## src/rtl/caliptra_verilated_apb_driver_pkg.sv

```systemverilog
// caliptra_verilated_apb_pkg: shared widths, FSM states and request/response records for the APB driver
`ifndef CALIPTRA_APB_ADDR_WIDTH
`define CALIPTRA_APB_ADDR_WIDTH 32
`endif
`ifndef CALIPTRA_APB_DATA_WIDTH
`define CALIPTRA_APB_DATA_WIDTH 32
`endif
`ifndef CALIPTRA_APB_USER_WIDTH
`define CALIPTRA_APB_USER_WIDTH 32
`endif

package caliptra_verilated_apb_pkg;
    localparam int APB_ADDR_W = `CALIPTRA_APB_ADDR_WIDTH;
    localparam int APB_DATA_W = `CALIPTRA_APB_DATA_WIDTH;
    localparam int APB_USER_W = `CALIPTRA_APB_USER_WIDTH;

    typedef enum logic [1:0] {IDLE, SETUP, ACCESS} apb_drv_state_e;

    typedef struct packed {
        logic                  write;
        logic [APB_ADDR_W-1:0] addr;
        logic [APB_DATA_W-1:0] wdata;
        logic [APB_USER_W-1:0] user;
    } apb_req_t;

    typedef struct packed {
        logic [APB_DATA_W-1:0] rdata;
        logic                  err;
        logic                  timeout;
    } apb_rsp_t;
endpackage

```

## src/rtl/caliptra_verilated_apb_driver_if.sv

```systemverilog
// caliptra_verilated_apb_driver_if: harness request/response channel plus the APB3 bus of the driver
interface caliptra_verilated_apb_driver_if
    import caliptra_verilated_apb_pkg::*;
#(
    parameter int ADDR_W = APB_ADDR_W,
    parameter int DATA_W = APB_DATA_W,
    parameter int USER_W = APB_USER_W
);
    logic              req_valid;
    logic              req_ready;
    logic              req_write;
    logic [ADDR_W-1:0] req_addr;
    logic [DATA_W-1:0] req_wdata;
    logic [USER_W-1:0] req_user;
    logic              rsp_valid;
    logic [DATA_W-1:0] rsp_rdata;
    logic              rsp_err;
    logic              rsp_timeout;
    logic              busy;
    logic [ADDR_W-1:0] paddr;
    logic [2:0]        pprot;
    logic              psel;
    logic              penable;
    logic              pwrite;
    logic [DATA_W-1:0] pwdata;
    logic [USER_W-1:0] pauser;
    logic              pready;
    logic [DATA_W-1:0] prdata;
    logic              pslverr;

    modport master (
        input  req_valid, req_write, req_addr, req_wdata, req_user, pready, prdata, pslverr,
        output req_ready, rsp_valid, rsp_rdata, rsp_err, rsp_timeout, busy,
               paddr, pprot, psel, penable, pwrite, pwdata, pauser
    );

    modport slave (
        output req_valid, req_write, req_addr, req_wdata, req_user, pready, prdata, pslverr,
        input  req_ready, rsp_valid, rsp_rdata, rsp_err, rsp_timeout, busy,
               paddr, pprot, psel, penable, pwrite, pwdata, pauser
    );
endinterface

```

## src/rtl/caliptra_verilated_apb_driver_req_fifo.sv

```systemverilog
// caliptra_verilated_req_fifo: synchronous request FIFO, pointers carry an extra wrap bit to tell full from empty
module caliptra_verilated_req_fifo
    import caliptra_verilated_apb_pkg::*;
#(
    parameter int DEPTH = 4
) (
    input  logic     clk,
    input  logic     rst,
    input  logic     push,
    input  logic     pop,
    input  apb_req_t din,
    output logic     full,
    output logic     empty,
    output apb_req_t head
);
    localparam int AW = $clog2(DEPTH);

    logic [AW:0] r_wp, r_rp;
    apb_req_t    r_mem [DEPTH];

    assign empty = r_wp == r_rp;
    assign full  = r_wp == {~r_rp[AW], r_rp[AW-1:0]};
    assign head  = r_mem[r_rp[AW-1:0]];

    always_ff @(posedge clk) begin
        if (rst) begin
            r_wp <= '0;
            r_rp <= '0;
        end else begin
            if (push && !full) begin
                r_mem[r_wp[AW-1:0]] <= din;
                r_wp                <= r_wp + 1'b1;
            end
            if (pop && !empty) r_rp <= r_rp + 1'b1;
        end
    end
endmodule

```

## src/rtl/caliptra_verilated_apb_driver.sv

```systemverilog
// caliptra_verilated_apb_driver: plays queued harness requests out as APB3 transfers, one response each, with timeout
module caliptra_verilated_apb_driver
    import caliptra_verilated_apb_pkg::*;
#(
    parameter int ADDR_W     = APB_ADDR_W,
    parameter int DATA_W     = APB_DATA_W,
    parameter int USER_W     = APB_USER_W,
    parameter int FIFO_DEPTH = 4,
    parameter int TIMEOUT    = 256
) (
    input logic core_clk,
    input logic rst,
    caliptra_verilated_apb_driver_if.master bus
);
    localparam int              CW      = $clog2(TIMEOUT);
    localparam logic [CW-1:0]   TO_LAST = CW'(TIMEOUT - 1);

    apb_drv_state_e r_state, w_next;
    apb_req_t       r_req, w_head, w_push_req;
    apb_rsp_t       r_rsp;
    logic           r_rsp_valid;
    logic [CW-1:0]  r_cnt;
    logic           w_full, w_empty, w_done, w_pop;

    assign w_push_req = '{write: bus.req_write, addr: bus.req_addr, wdata: bus.req_wdata, user: bus.req_user};
    // an ACCESS cycle ends on pready or on its TIMEOUT-th cycle, whichever comes first
    assign w_done = r_state == ACCESS && (bus.pready || r_cnt == TO_LAST);
    assign w_pop  = !w_empty && (r_state == IDLE || w_done);

    caliptra_verilated_req_fifo #(.DEPTH(FIFO_DEPTH)) u_fifo (
        .clk   (core_clk),
        .rst   (rst),
        .push  (bus.req_valid),
        .pop   (w_pop),
        .din   (w_push_req),
        .full  (w_full),
        .empty (w_empty),
        .head  (w_head)
    );

    always_comb begin
        w_next = r_state;
        w_next = r_state == SETUP ? ACCESS :
                 (r_state == IDLE || w_done) ? (w_empty ? IDLE : SETUP) : r_state;
    end

    always_ff @(posedge core_clk) begin
        if (rst) begin
            r_state     <= IDLE;
            r_req       <= '0;
            r_cnt       <= '0;
            r_rsp       <= '0;
            r_rsp_valid <= 1'b0;
        end else begin
            r_state     <= w_next;
            r_rsp_valid <= w_done;
            r_cnt       <= (r_state == ACCESS && !w_done) ? r_cnt + 1'b1 : '0;
            if (w_pop) r_req <= w_head;
            if (w_done) r_rsp <= '{rdata:   (bus.pready && !r_req.write) ? bus.prdata : '0,
                                   err:     bus.pready ? bus.pslverr : 1'b1,
                                   timeout: !bus.pready};
        end
    end

    assign bus.req_ready   = !w_full && !rst;
    assign bus.busy        = (!w_empty || r_state != IDLE) && !rst;
    assign bus.rsp_valid   = r_rsp_valid;
    assign bus.rsp_rdata   = r_rsp.rdata;
    assign bus.rsp_err     = r_rsp.err;
    assign bus.rsp_timeout = r_rsp.timeout;
    assign bus.paddr       = ADDR_W'(r_req.addr);
    assign bus.pwrite      = r_req.write;
    assign bus.pwdata      = DATA_W'(r_req.wdata);
    assign bus.pauser      = USER_W'(r_req.user);
    assign bus.pprot       = 3'b000;
    assign bus.psel        = r_state != IDLE;
    assign bus.penable     = r_state == ACCESS;
endmodule

```

## src/flat_wrapper.sv

```systemverilog
// flat-port wrapper written by rule: the top's interface ports become plain ports
module caliptra_verilated_apb_driver_flat import caliptra_verilated_apb_pkg::*;
#(
    parameter int ADDR_W     = APB_ADDR_W,
    parameter int DATA_W     = APB_DATA_W,
    parameter int USER_W     = APB_USER_W,
    parameter int FIFO_DEPTH = 4,
    parameter int TIMEOUT    = 256
)
  (core_clk, rst, bus_req_valid, bus_req_write, bus_req_addr, bus_req_wdata, bus_req_user, bus_pready, bus_prdata, bus_pslverr, bus_req_ready, bus_rsp_valid, bus_rsp_rdata, bus_rsp_err, bus_rsp_timeout, bus_busy, bus_paddr, bus_pprot, bus_psel, bus_penable, bus_pwrite, bus_pwdata, bus_pauser);
  caliptra_verilated_apb_driver_if #(.ADDR_W(ADDR_W), .DATA_W(DATA_W), .USER_W(USER_W)) bus_i ();
  input logic core_clk;
  input logic rst;
  input wire logic [$bits(bus_i.req_valid)-1:0] bus_req_valid;
  input wire logic [$bits(bus_i.req_write)-1:0] bus_req_write;
  input wire logic [$bits(bus_i.req_addr)-1:0] bus_req_addr;
  input wire logic [$bits(bus_i.req_wdata)-1:0] bus_req_wdata;
  input wire logic [$bits(bus_i.req_user)-1:0] bus_req_user;
  input wire logic [$bits(bus_i.pready)-1:0] bus_pready;
  input wire logic [$bits(bus_i.prdata)-1:0] bus_prdata;
  input wire logic [$bits(bus_i.pslverr)-1:0] bus_pslverr;
  output wire logic [$bits(bus_i.req_ready)-1:0] bus_req_ready;
  output wire logic [$bits(bus_i.rsp_valid)-1:0] bus_rsp_valid;
  output wire logic [$bits(bus_i.rsp_rdata)-1:0] bus_rsp_rdata;
  output wire logic [$bits(bus_i.rsp_err)-1:0] bus_rsp_err;
  output wire logic [$bits(bus_i.rsp_timeout)-1:0] bus_rsp_timeout;
  output wire logic [$bits(bus_i.busy)-1:0] bus_busy;
  output wire logic [$bits(bus_i.paddr)-1:0] bus_paddr;
  output wire logic [$bits(bus_i.pprot)-1:0] bus_pprot;
  output wire logic [$bits(bus_i.psel)-1:0] bus_psel;
  output wire logic [$bits(bus_i.penable)-1:0] bus_penable;
  output wire logic [$bits(bus_i.pwrite)-1:0] bus_pwrite;
  output wire logic [$bits(bus_i.pwdata)-1:0] bus_pwdata;
  output wire logic [$bits(bus_i.pauser)-1:0] bus_pauser;
  assign bus_i.req_valid = bus_req_valid;
  assign bus_i.req_write = bus_req_write;
  assign bus_i.req_addr = bus_req_addr;
  assign bus_i.req_wdata = bus_req_wdata;
  assign bus_i.req_user = bus_req_user;
  assign bus_i.pready = bus_pready;
  assign bus_i.prdata = bus_prdata;
  assign bus_i.pslverr = bus_pslverr;
  assign bus_req_ready = bus_i.req_ready;
  assign bus_rsp_valid = bus_i.rsp_valid;
  assign bus_rsp_rdata = bus_i.rsp_rdata;
  assign bus_rsp_err = bus_i.rsp_err;
  assign bus_rsp_timeout = bus_i.rsp_timeout;
  assign bus_busy = bus_i.busy;
  assign bus_paddr = bus_i.paddr;
  assign bus_pprot = bus_i.pprot;
  assign bus_psel = bus_i.psel;
  assign bus_penable = bus_i.penable;
  assign bus_pwrite = bus_i.pwrite;
  assign bus_pwdata = bus_i.pwdata;
  assign bus_pauser = bus_i.pauser;
  caliptra_verilated_apb_driver #(.ADDR_W(ADDR_W), .DATA_W(DATA_W), .USER_W(USER_W), .FIFO_DEPTH(FIFO_DEPTH), .TIMEOUT(TIMEOUT)) u_core (.core_clk(core_clk), .rst(rst), .bus(bus_i));
endmodule
```

## config.mk

```make
export PLATFORM = sky130hd
export DESIGN_NAME = caliptra_verilated_apb_driver_flat
export DESIGN_NICKNAME = d
export VERILOG_FILES = /design/src/rtl/caliptra_verilated_apb_driver_pkg.sv /design/src/rtl/caliptra_verilated_apb_driver_if.sv /design/src/rtl/caliptra_verilated_apb_driver_req_fifo.sv /design/src/rtl/caliptra_verilated_apb_driver.sv /design/src/flat_wrapper.sv
export SDC_FILE = /design/constraint.sdc
export NUM_CORES = 1
export LEC_CHECK = 0
export CAP_MARGIN = 0
export CORE_MARGIN = 4
export CORE_UTILIZATION = 49
export CTS_CLUSTER_SIZE = 20
export DETAILED_ROUTE_END_ITERATION = 12
export PLACE_DENSITY = 0.74
export SKIP_LAST_GASP = 1
export SYNTH_ARGS = -nofsm -noshare
export SYNTH_HDL_FRONTEND = slang
export SYNTH_SLANG_ARGS = --single-unit
export TNS_END_PERCENT = 30
```

## constraint.sdc

```tcl
create_clock -name core_clk -period 7.3 [get_ports core_clk]
set_input_delay 1.825 -clock core_clk [delete_from_list [all_inputs] [get_ports core_clk]]
set_output_delay 1.825 -clock core_clk [all_outputs]
set_load 0.005 [all_outputs]
```

## After elaboration in Yosys (flattened, before gate mapping)

Memories as Yosys holds them, arrays and structs flattened. A register that Yosys moved wholly into a read port is not among the register bits.
Cells that the tools add are included.
W data, S select, Z words.

| storage, ports and cells | value |
|---|---|
| memory bits (writable) | 388 |
| bits in latches | 0 |
| register bits after elaboration | 51 |
| logic and storage cells | 50 |
| ROM bits | 0 |
| output and inout bits | 139 |
| memories | 1 |

Memories:

| memory | words | width | rd ports | clocked after memory_dff | wr ports | line | source |
|---|---|---|---|---|---|---|---|
| u_core.u_fifo.r_mem | 4 | 97 | 1 | 1 | 1 | caliptra_verilated_apb_driver_req_fifo.sv:19 | `apb_req_t r_mem [DEPTH];` |

| cells by class | value |
|---|---|
| muxes and demuxes | 8 |
| bitwise logic cells | 2 |
| reduce and logical (&&, ||, !) cells | 22 |
| div/mod/pow operators | 0 |
| shift-type cells | 0 |
| $lt $le $gt $ge | 0 |
| multiply operators | 0 |
| equal/unequal tests | 5 |
| add/sub/neg operators | 3 |

Operator list:

| cell | count |
|---|---|
| $mux W32 | 1 |
| $add A8 B1 Y8 const B | 1 |
| $eq A8 B8 Y1 const B | 1 |
| $logic_and A1 B1 Y1 | 8 |
| $add A3 B1 Y3 const B | 2 |
| $eq A3 B3 Y1 | 2 |
| $logic_not A1 Y1 | 6 |
| $mux W1 | 5 |
| $mux W2 | 2 |
| $reduce_bool A2 Y1 | 2 |
| $reduce_or A2 Y1 | 2 |
| $logic_or A1 B1 Y1 | 3 |
| $eq A2 B1 Y1 const B | 1 |
| $eq A2 B2 Y1 const B | 1 |
| $logic_not A2 Y1 | 1 |
| $not A1 Y1 | 2 |

## Longest topological paths before layout

Gate-level depths: netlist of run 1.

| logic depth | value |
|---|---|
| word-level depth | 7 |
| mapped depth | 7 |

## By module

A second synthesis of run 1 with hierarchy kept.

| second synthesis, totals | value |
|---|---|
| cell total of the unflattened synthesis | 1,129 |
| area total of the unflattened synthesis | 19,866.6 µm² |

By module, submodules not included:

| module | area an instance (µm²) | times used | seq. area each (µm²) | cells each |
|---|---|---|---|---|
| caliptra_verilated_req_fifo | 14,543.9 | 1 | 11,811.3 | 576 |
| caliptra_verilated_apb_driver | 5,322.6 | 1 | 2,842.7 | 553 |

## Least setup slack after synthesis of run 1

No wires, ideal clock.

| timing | value |
|---|---|
| path type | input -> register |
| start | in rst |
| end | mem u_core.u_fifo.r_mem[3][0] (netlist bit), enable pin |
| required time | 6.746 ns |
| cell stages on the path | 4 |
| arrival | 6.454 ns |
| buffers on the path | 3 |
| setup time | 0.554 ns |
| setup slack | 0.292 ns |
| cells stage by stage | clkbuf_1 > clkbuf_1 > clkbuf_1 > nor2_1 |

| on the way | value |
|---|---|
| word-level cells in the longest chain between the ends | 2 |

RTL lines:

| element | line | source |
|---|---|---|
| start, declared | flat_wrapper.sv:13 | `input logic rst;` |
| $mux W1 | caliptra_verilated_apb_driver_req_fifo.sv:26 | `if (rst) begin` |
| $mux W1 (implied by the code) | caliptra_verilated_apb_driver_req_fifo.sv:31 | `r_mem[r_wp[AW-1:0]] <= din;` |
| end, declared | caliptra_verilated_apb_driver_req_fifo.sv:19 |  |

No other way between the ends.

## Worst setup path in the final report of run 1

| timing | value |
|---|---|
| start | in rst |
| end | out bus_req_ready |

| on the way | value |
|---|---|
| word-level cells in the longest chain between the ends | 2 |

RTL lines:

| element | line | source |
|---|---|---|
| $logic_not A1 Y1 | caliptra_verilated_apb_driver.sv:65 | `assign bus.req_ready = !w_full && !rst;` |
| $logic_and A1 B1 Y1 | caliptra_verilated_apb_driver.sv:65 |  |
| end, declared | flat_wrapper.sv:22 | `output wire logic [$bits(bus_i.req_ready)-1:0] bus_req_ready;` |

No other way between the ends.

==> flow_metrics.py, run 1 <==
metrics = {
    "drt": {
        "top_layer": "met5",
        "wl_met3_mm": 2.666,
        "wl_met1_mm": 18.68,
        "antenna_left": 0,
        "drtIter0Drc": 828,
        "viasPerCell": 5.646,
        "routedWlPerCell_um": 22.62,
        "firstDrtPassIters": 4,
        "num_vias": 11030,
        "dr_wl_met2_mm": 21.66,
        "drc": 0,
        "totalWireLength_mm": 44.20,
    },
    "floorplan": {
        "die_x_um": 207.6,
        "io_pins": 273,
        "rows": 72,
        "fp.dieH_um": 207.6,
        "core_area_mm2": 0.03901,
        "initial_utilization_pct": 50.03,
        "die_area_mm2": 0.04308,
    },
    "critical_path": {
        "cp-start-kind": "input pin",
        "end_kind": "output port",
        "crit_arrival_ns": 3.05,
        "crit_chain": "buf_4, a31oi_1, clkdlybuf4s50_1",
        "critPathMaxStageDelay_ns": 0.61,
        "worstSetupPathType": "input pin to output port",
        "crit_family": "buffers and inverters",
        "required_ns": 5.48,
        "crit_buf_inv": 2,
        "slowest_stage": "clkdlybuf4s50_1",
        "crit_fanout": 34,
    },
    "clock_network": {
        "post_cts_buffers": 0,
        "cts_hold_buf": 0,
        "cts_resized": 0,
        "cts_tree": "done",
        "cts-root-buf": "clkbuf_16",
        "clk_pin_slew_worst_paths_ns": 0.06,
        "cts_sinks": 536,
        "clockBufferDepth": 3,
        "worstSkewPairLatency_ns": 0.58,
        "cts-htree-levels": 2,
        "numCtsBuffers": 53,
    },
    "synth": {
        "synth_edf_count": 388,
        "synthCells": 1130,
        "async_flop_share_pct": 0,
        "avgSynthCellArea_um2": 17.27,
        "synth_area_leaders": "edfxtp_1, dfxtp_1, mux4_2",
        "yosys_register_bits": 536,
        "synth_top_cell_by_area": "edfxtp_1",
        "synth_area_mm2": 0.01951,
        "synth.top_cell.area_share_pct": 59.70,
        "yosysSeqAreaShare_pct": 74.89,
        "synth_ff_type": "edfxtp_1",
        "synth_cell_types": 41,
        "synth_warnings": 0,
    },
    "timing": {
        "rsz0062_at_grt": "no",
        "finClkSkew_ns": 0.01368,
        "finalSetupViolations": 0,
        "min_period_over_period_pct": 66.78,
        "period_needed_ns": 4.875,
        "final-max-slew-violation-count": 0,
        "finalHoldViolations": 0,
        "fmax_mhz": 205.1,
        "tns_ns": 0,
        "slew-limit-headroom_pct": 20.49,
        "tightest_slew_ns": 1.193,
    },
    "layout": {
        "layout-drive-gt1-share_pct": 14.41,
        "fillers": 2821,
        "final_common_cell": "edfxtp_1",
        "area_delta_synth_final_pct": 24.94,
        "final_cell_mix": "edfxtp_1, clkdlybuf4s50_1, dfxtp_1",
        "nets": 1526,
        "fin_util_pct": 62.51,
    },
    "global_route": {
        "grt_overflow": 0,
        "track_usage_pct": 20.06,
        "grt_pass1_vias": 11610,
        "antenna_found_initial": 9,
        "grt_pass1_wl_mm": 67.98,
        "grt_max_degree": 102,
    },
    "status": {
        "status": "complete, no violations",
    },
    "hold_path": {
        "min_path_type": "flop to flop",
    },
    "place": {
        "gp_congestion": 0.8088,
        "io_buffers": 269,
        "hpwl_mm": 25.13,
    },
    "power": {
        "power.static_leakage_nw": 7.843,
        "ir_worst_vdd_mv": 0.2318,
        "p_per_area_mw_per_mm2": 352.8,
    },
    "flow_run": {
        "maxCapViolCount": 0,
    },
}
[per-layer routing]
metal / track usage (%) / vias up
met5: 0 / -
met4: 6.840 / 8
met3: 4.504 / 76
met2: 33.08 / 338
met1: 26.70 / 5629
li1: - / 4981
[synth_stat cells, types with 3 or more instances]
library cell  count
nor2_1           18
xor2_1            9
nand3_1         101
clkbuf_1         63
nand4_1           3
o21ai_0          99
mux4_2           97
buf_2            16
nand2_1           3
buf_6             3
a22o_1           32
dfxtp_1         148
xnor2_1           4
buf_4             5
ha_1              6
inv_1             4
and3_1            4
edfxtp_1        388
a21oi_1         102
[power by group]
part | total (mW) | internal [mW] | switching [mW]
Sequential | 3.85 | 3.61 | 0.235
Combinational | 2.12 | 1.07 | 1.04
Clock | 2.64 | 1.54 | 1.10
[cell type report]
type                       instances  area, µm²  share of cell area (%)
multi-input combinational        505       4564                   18.72
tap                              518      648.1                   2.658
clock buffer                      78       1513                   6.204
clock inverter                    21      187.7                  0.7697
antenna                            6      15.01                 0.06158
inverter                           4      15.01                 0.06158
timing repair buffer             286       2818                   11.56
sequential                       536      14620                   59.97
[logic make-up after synthesis]
logic type | after synthesis | synth area share (%)
flops | 536 | 74.89
compound gates | 242 | 7.021
simple gates | 141 | 3.654
mux | 99 | 11.30
buf+inv | 91 | 2.065
xor+xnor | 14 | 0.6668
fa+ha+maj | 6 | 0.3847
other cells | 1 | 0.01922
[flip-flops by register name, indices dropped and copies added, names as in the netlist]
register / count
u_core.bus.rsp_err: 1
u_core.u_fifo.r_wp: 3
u_core.u_fifo.r_mem: 388
u_core.r_state: 2
u_core.bus.pwrite: 1
u_core.u_fifo.r_rp: 3
u_core.bus.rsp_valid: 1
u_core.bus.pauser: 32
u_core.bus.paddr: 32
u_core.r_cnt: 8
u_core.bus.rsp_rdata: 32
u_core.bus.pwdata: 32
u_core.bus.rsp_timeout: 1
[final timing paths]
path / startpoint / to / slack (ns) / cells past startpoint
worst max register to register: u_core.u_fifo.r_rp[1] / u_core.u_fifo.r_mem[2][18] / 3.79 / 4
worst min-delay path: u_core.bus.rsp_rdata[29] / u_core.bus.rsp_rdata[29] / 0.47 / 1
worst max-delay path: rst / bus_req_ready / 2.43 / 3
worst min register to register: u_core.bus.rsp_rdata[29] / u_core.bus.rsp_rdata[29] / 0.47 / 1
[worst register-to-register path, cell delays in order (launching register included)]
cell	delay, ns
dfxtp_4	0.84
xnor2_2	0.25
a31oi_1	0.40
and3_4	0.89
buf_4	0.73
[per-stage QoR]
step	power, mW	hold WS (ns)	setup WS [ns]	area (µm²)	cells
after floorplan	5.014	0.4260	0.2923	19520	1132
after global placement	5.999	0.4437	2.399	22670	1849
after detailed placement	6.035	0.4541	2.408	22670	1849
after CTS	8.688	0.4751	2.405	24370	1948
after global routing	9.014	0.4840	2.315	24380	1953
final	8.602	0.4711	2.425	24380	1954
(Power assumes the default switching activity.)
==> inputs of run 2 (changes only) <==
--- a/config.mk
+++ b/config.mk
@@ -7,10 +7,10 @@
 export LEC_CHECK = 0
 export CAP_MARGIN = 0
 export CORE_MARGIN = 4
-export CORE_UTILIZATION = 49
+export CORE_UTILIZATION = 54
 export CTS_CLUSTER_SIZE = 20
 export DETAILED_ROUTE_END_ITERATION = 12
-export PLACE_DENSITY = 0.74
+export PLACE_DENSITY = 0.77
 export SKIP_LAST_GASP = 1
 export SYNTH_ARGS = -nofsm -noshare
 export SYNTH_HDL_FRONTEND = slang
==> constraint.sdc (replaced) <==
create_clock -name core_clk -period 4.9 [get_ports core_clk]
set_input_delay 1.225 -clock core_clk [delete_from_list [all_inputs] [get_ports core_clk]]
set_output_delay 1.225 -clock core_clk [all_outputs]
set_load 0.005 [all_outputs]
==> run 2 against run 1 <==
Against the previous run: combinational power grew 53%; flip-flop and latch count is the same; global-route usage grew 2.5 points; clock-buffer cell count shrank 8.
==> flow_metrics.py, run 2 (synthesis results as in run 1) <==
metrics = {
    "drt": {
        "firstDrtPassIters": 5,
        "drtIter0Drc": 776,
        "totalWireLength_mm": 44.75,
        "viasPerCell": 5.878,
        "drc": 0,
        "antenna_left": 0,
        "num_vias": 11160,
        "routedWlPerCell_um": 23.58,
    },
    "critical_path": {
        "crit_chain": "buf_4, a31oi_1, clkdlybuf4s50_1",
        "timing.reg2reg.setup_slack_ns": 2.31,
        "timing.rr.end": "u_core.bus.pwdata[1]",
        "crit_arrival_ns": 2.22,
        "slowest_stage": "clkdlybuf4s50_1",
        "r2r.worst_path.cells": 5,
        "critPathMaxStageDelay_ns": 0.60,
        "crit_fanout": 4,
        "cp-start-kind": "input pin",
        "end_kind": "output port",
        "required_ns": 3.67,
        "worstReg2RegStart": "u_core.u_fifo.r_rp[1]",
        "worstSetupPathType": "input pin to output port",
    },
    "hold_path": {
        "min_path_type": "flop to flop",
        "hold_path_startpoint": "u_core.r_cnt[0]",
        "hold_depth": 1,
        "holdPathEnd": "u_core.r_cnt[0]",
    },
    "power": {
        "p_per_area_mw_per_mm2": 534.5,
        "power.static_leakage_nw": 7.938,
        "p_seq_share_pct": 43.2,
        "clkPwrFrac_pct": 32.0,
        "combPwrFrac_pct": 24.7,
        "finalPower_mw": 13.11,
        "p_int_mw": 9.517,
        "p_sw_share_pct": 27.40,
        "p_switching_mw": 3.592,
        "ir_worst_vdd_mv": 0.3944,
    },
    "layout": {
        "final_common_cell": "edfxtp_1",
        "final_cell_mix": "edfxtp_1, clkdlybuf4s50_1, dfxtp_1",
        "final_area_mm2": 0.02452,
        "layout-drive-gt1-share_pct": 15.14,
        "fillers": 2375,
        "largest_reg_flops": 388,
        "fin_util_pct": 68.95,
        "nets": 1530,
        "area_delta_synth_final_pct": 25.67,
        "stdcell_count": 1898,
    },
    "clock_network": {
        "cts_resized": 0,
        "cts-root-buf": "clkbuf_16",
        "post_cts_buffers": 0,
        "numCtsBuffers": 53,
        "clk_pin_slew_worst_paths_ns": 0.06,
        "cts-htree-levels": 2,
        "cts_tree": "done",
        "cts_sinks": 536,
        "clockBufferDepth": 3,
        "worstSkewPairLatency_ns": 0.58,
        "cts_hold_buf": 0,
    },
    "global_route": {
        "track_usage_pct": 22.53,
        "antenna_found_initial": 7,
        "grt_pass1_vias": 11610,
        "grt_max_degree": 75,
        "grt_pass1_wl_mm": 67.87,
        "grt_overflow": 0,
    },
    "timing": {
        "final-max-slew-violation-count": 0,
        "worst_slack_ns": 1.451,
        "rsz0062_at_grt": "no",
        "slew-limit-headroom_pct": 33.13,
        "min_period_over_period_pct": 70.39,
        "period_needed_ns": 3.449,
        "fmax_mhz": 289.9,
        "tns_ns": 0,
        "finalHoldViolations": 0,
        "timing.hold.ws_ns": 0.4620,
        "tightest_slew_ns": 1.003,
        "finalSetupViolations": 0,
        "finClkSkew_ns": 0.01769,
    },
    "floorplan": {
        "die_area_mm2": 0.03924,
        "io_pins": 273,
        "rows": 69,
        "core_area_mm2": 0.03557,
        "fp.dieH_um": 198.1,
        "initial_utilization_pct": 54.86,
        "die_x_um": 198.1,
    },
    "place": {
        "io_buffers": 269,
        "gp_congestion": 0.7969,
        "dp_cells": 1796,
        "post-place-ws_ns": 1.306,
        "hpwl_mm": 25.52,
        "placed_area_mm2": 0.02269,
    },
    "status": {
        "status": "complete, no violations",
    },
    "flow_run": {
        "maxCapViolCount": 0,
    },
}
==> run 2: cell count changes in the layout (fill, tap and decap cells not counted), sizes merged <==
| cell | previous run | this run |
|---|---|---|
| clkinvlp | 1 | 3 |
| clkbuf | 78 | 70 |
| bufinv | 3 | 8 |
| buf | 18 | 22 |
| diode | 6 | 4 |
==> run 2: worst max-delay path, delay by kind of cell <==
family	cells	cell delay (ns)
AO/OA/AOI/OAI	1	0.28
buffers and inverters	2	0.72
==> run 2: how the worst max path moves through the flow <==
stage               cells after the start  slack, ns                  start                        end
global placement                        5       1.34                    rst   u_core.bus.rsp_rdata[24]
CTS                                     3       1.44  u_core.u_fifo.r_rp[0]              bus_req_ready
detailed placement                      5       1.31                    rst   u_core.bus.rsp_rdata[24]
global route                            4       1.36  u_core.u_fifo.r_wp[1]                   bus_busy
finish                                  3       1.45                    rst              bus_req_ready
floorplan                               4       0.13                    rst  u_core.u_fifo.r_mem[3][0]
==> run 2: cell type report <==
class | instances | area [µm²] | share of cell area, %
inverters | 4 | 15.01 | 0.06122
repair buffers | 290 | 2910 | 11.87
well taps | 461 | 576.8 | 2.352
clock inverters | 28 | 357.8 | 1.459
flip-flops and latches | 536 | 14620 | 59.62
multi-input cells | 505 | 4572 | 18.64
clock buffers | 70 | 1461 | 5.959
diodes | 4 | 10.01 | 0.04081
==> run 2: metal layers <==
metal | track usage (%) | vias to the layer above | wire length (µm) | share of wire, %
met5 | 0 | - | 46 | 0.10
met4 | 7.447 | 6 | 1019 | 2.3
met3 | 5.258 | 77 | 3581 | 8.0
met2 | 38.05 | 405 | 22560 | 50
met1 | 29.26 | 5673 | 17540 | 39
li1 | - | 4995 | - | -
==> run 2: power groups by stage <==
| stage | Combinational [mW] | Sequential [mW] | Clock (mW) |
|---|---|---|---|
| detailed placement | 3.27 | 5.76 | 0 |
| floorplan | 1.76 | 5.71 | 0 |
| global route | 3.52 | 5.73 | 4.45 |
| global placement | 3.23 | 5.74 | 0 |
| CTS | 3.29 | 5.67 | 4.26 |
| finish | 3.24 | 5.67 | 4.20 |
==> inputs of run 3 (changes only) <==
==> constraint.sdc (replaced) <==
create_clock -name core_clk -period 3.5 [get_ports core_clk]
set_input_delay 0.875 -clock core_clk [delete_from_list [all_inputs] [get_ports core_clk]]
set_output_delay 0.875 -clock core_clk [all_outputs]
set_load 0.005 [all_outputs]
==> run 3 against run 2 <==
Against the previous run: global-route usage is 0.55 points lower; non-clock buffer count is 1 lower; clock skew hardly changed; flip-flop and latch count stayed put; sequential power is 40% higher; clock power is 33% higher; sequential share of layout area is 0.076 points higher; combinational power is 43% higher; register-to-register slack worse by 1.7 ns; cell count is 0.37% lower; largest power group unchanged.
==> flow_metrics.py, run 3 (synthesis results as in run 1) <==
metrics = {
    "timing": {
        "final-max-slew-violation-count": 0,
        "finalSetupViolations": 0,
        "tightest_slew_ns": 1.042,
        "period_needed_ns": 3.032,
        "finClkSkew_ns": 0.01789,
        "rsz0062_at_grt": "no",
        "fmax_mhz": 329.8,
        "slew-limit-headroom_pct": 30.27,
        "min_period_over_period_pct": 86.62,
        "finalHoldViolations": 0,
    },
    "floorplan": {
        "rows": 69,
        "io_pins": 273,
        "initial_utilization_pct": 54.86,
        "core_area_mm2": 0.03557,
        "die_area_mm2": 0.03924,
        "die_x_um": 198.1,
        "fp.dieH_um": 198.1,
    },
    "place": {
        "placed_area_mm2": 0.02276,
        "hpwl_mm": 24.95,
        "io_buffers": 269,
        "gp_congestion": 0.7562,
    },
    "global_route": {
        "track_usage_pct": 21.99,
        "grt_overflow": 0,
        "grt_pass1_vias": 11300,
        "grt_max_degree": 102,
        "grt_pass1_wl_mm": 66.40,
        "antenna_found_initial": 2,
    },
    "drt": {
        "drtIter0Drc": 673,
        "viasPerCell": 5.861,
        "antenna_left": 0,
        "routedWlPerCell_um": 22.95,
        "num_vias": 11080,
        "drc": 0,
        "totalWireLength_mm": 43.39,
        "firstDrtPassIters": 5,
    },
    "hold_path": {
        "min_path_type": "flop to flop",
        "hold_depth": 1,
    },
    "critical_path": {
        "cp-start-kind": "flop",
        "crit_chain": "xnor2_2, a31oi_1, clkdlybuf4s50_1",
        "end_kind": "output port",
        "slowest_stage": "clkdlybuf4s50_1",
        "crit_arrival_ns": 2.16,
        "required_ns": 2.62,
        "crit_fanout": 6,
        "critPathMaxStageDelay_ns": 0.61,
        "worstSetupPathType": "flop to output port",
        "r2r.worst_path.cells": 6,
    },
    "layout": {
        "nets": 1528,
        "final_area_mm2": 0.02449,
        "layout-drive-gt1-share_pct": 14.70,
        "final_common_cell": "edfxtp_1",
        "area_delta_synth_final_pct": 25.51,
        "final_cell_mix": "edfxtp_1, clkdlybuf4s50_1, dfxtp_1",
        "largest_reg_flops": 388,
        "fin_util_pct": 68.86,
    },
    "power": {
        "clkPwrFrac_pct": 30.8,
        "combPwrFrac_pct": 25.5,
        "ir_worst_vdd_mv": 0.5832,
        "p_sw_share_pct": 27.11,
        "p_int_mw": 13.21,
        "p_switching_mw": 4.915,
        "p_per_area_mw_per_mm2": 740.2,
        "p_seq_share_pct": 43.7,
        "power.static_leakage_nw": 7.916,
    },
    "clock_network": {
        "cts_sinks": 536,
        "post_cts_buffers": 0,
        "cts-root-buf": "clkbuf_16",
        "clk_pin_slew_worst_paths_ns": 0.06,
        "worstSkewPairLatency_ns": 0.57,
        "numCtsBuffers": 52,
        "cts_hold_buf": 0,
        "cts_resized": 0,
        "cts-htree-levels": 2,
        "clockBufferDepth": 3,
        "cts_tree": "done",
    },
    "flow_run": {
        "maxCapViolCount": 0,
    },
    "status": {
        "status": "complete, no violations",
    },
}
## run 3: cell types whose count changed in the layout (fill, tap and decap cells not counted), sizes merged
| cell | before | now |
|---|---|---|
| bufinv | 8 | 5 |
| buf | 22 | 21 |
| clkinv | 16 | 15 |
| clkinvlp | 3 | 1 |
| diode | 4 | 1 |
| clkbuf | 70 | 73 |
## run 3: critical path: cells and delay by family (launching register included)
kind	cells	cell delay, ns
flip-flops	1	0.48
buffers and inverters	1	0.61
AO/OA/AOI/OAI	1	0.36
XOR/XNOR	1	0.15
## run 3: per-stage QoR
stage / setup WS [ns] / hold slack, ns / power [mW] / cells / TNS [ns]
after floorplan: -0.5941 / 0.4260 / 10.45 / 1132 / -115.25
after global placement: 0.6210 / 0.4387 / 12.62 / 1795 / 0
after detailed placement: 0.5338 / 0.4548 / 12.72 / 1795 / 0
after CTS: 0.4315 / 0.4708 / 18.31 / 1890 / 0
after global routing: 0.3504 / 0.4887 / 18.99 / 1891 / 0
final: 0.4681 / 0.4627 / 18.13 / 1891 / 0
## run 3: power by group through the flow
stage,Clock (mW),Sequential (mW),Combinational (mW)
after floorplan,0,7.98,2.47
after global placement,0,8.02,4.60
after detailed placement,0,8.05,4.67
after CTS,5.70,7.92,4.69
after global routing,5.98,7.99,5.01
final,5.58,7.92,4.63
## run 3: final timing paths
check / from / to / slack, ns
worst max-delay path: u_core.u_fifo.r_wp[1] / bus_req_ready / 0.47
worst min-delay path: u_core.r_cnt[0] / u_core.r_cnt[0] / 0.46
worst max register to register: u_core.r_cnt[0] / u_core.bus.pwdata[13] / 0.64
worst min register to register: u_core.r_cnt[0] / u_core.r_cnt[0] / 0.46
## run 3: cell type report
type / count / area [µm²]
flip-flops and latches: 536 / 14620
clock inverters: 22 / 232.7
well taps: 461 / 576.8
repair buffers: 289 / 2978
fillers: 2360 / 11080
multi-input cells: 505 / 4564
clock buffers: 73 / 1503
diodes: 1 / 2.502
inverters: 4 / 15.01
## run 3: per-layer routing
layer / share of wire (%) / up-vias / track usage [%]
li1: - / 4988 / -
met1: 40 / 5639 / 29.33
met2: 51 / 385 / 37.37
met3: 6.7 / 70 / 4.254
met4: 2.4 / 2 / 6.452
met5: 0.028 / - / 0
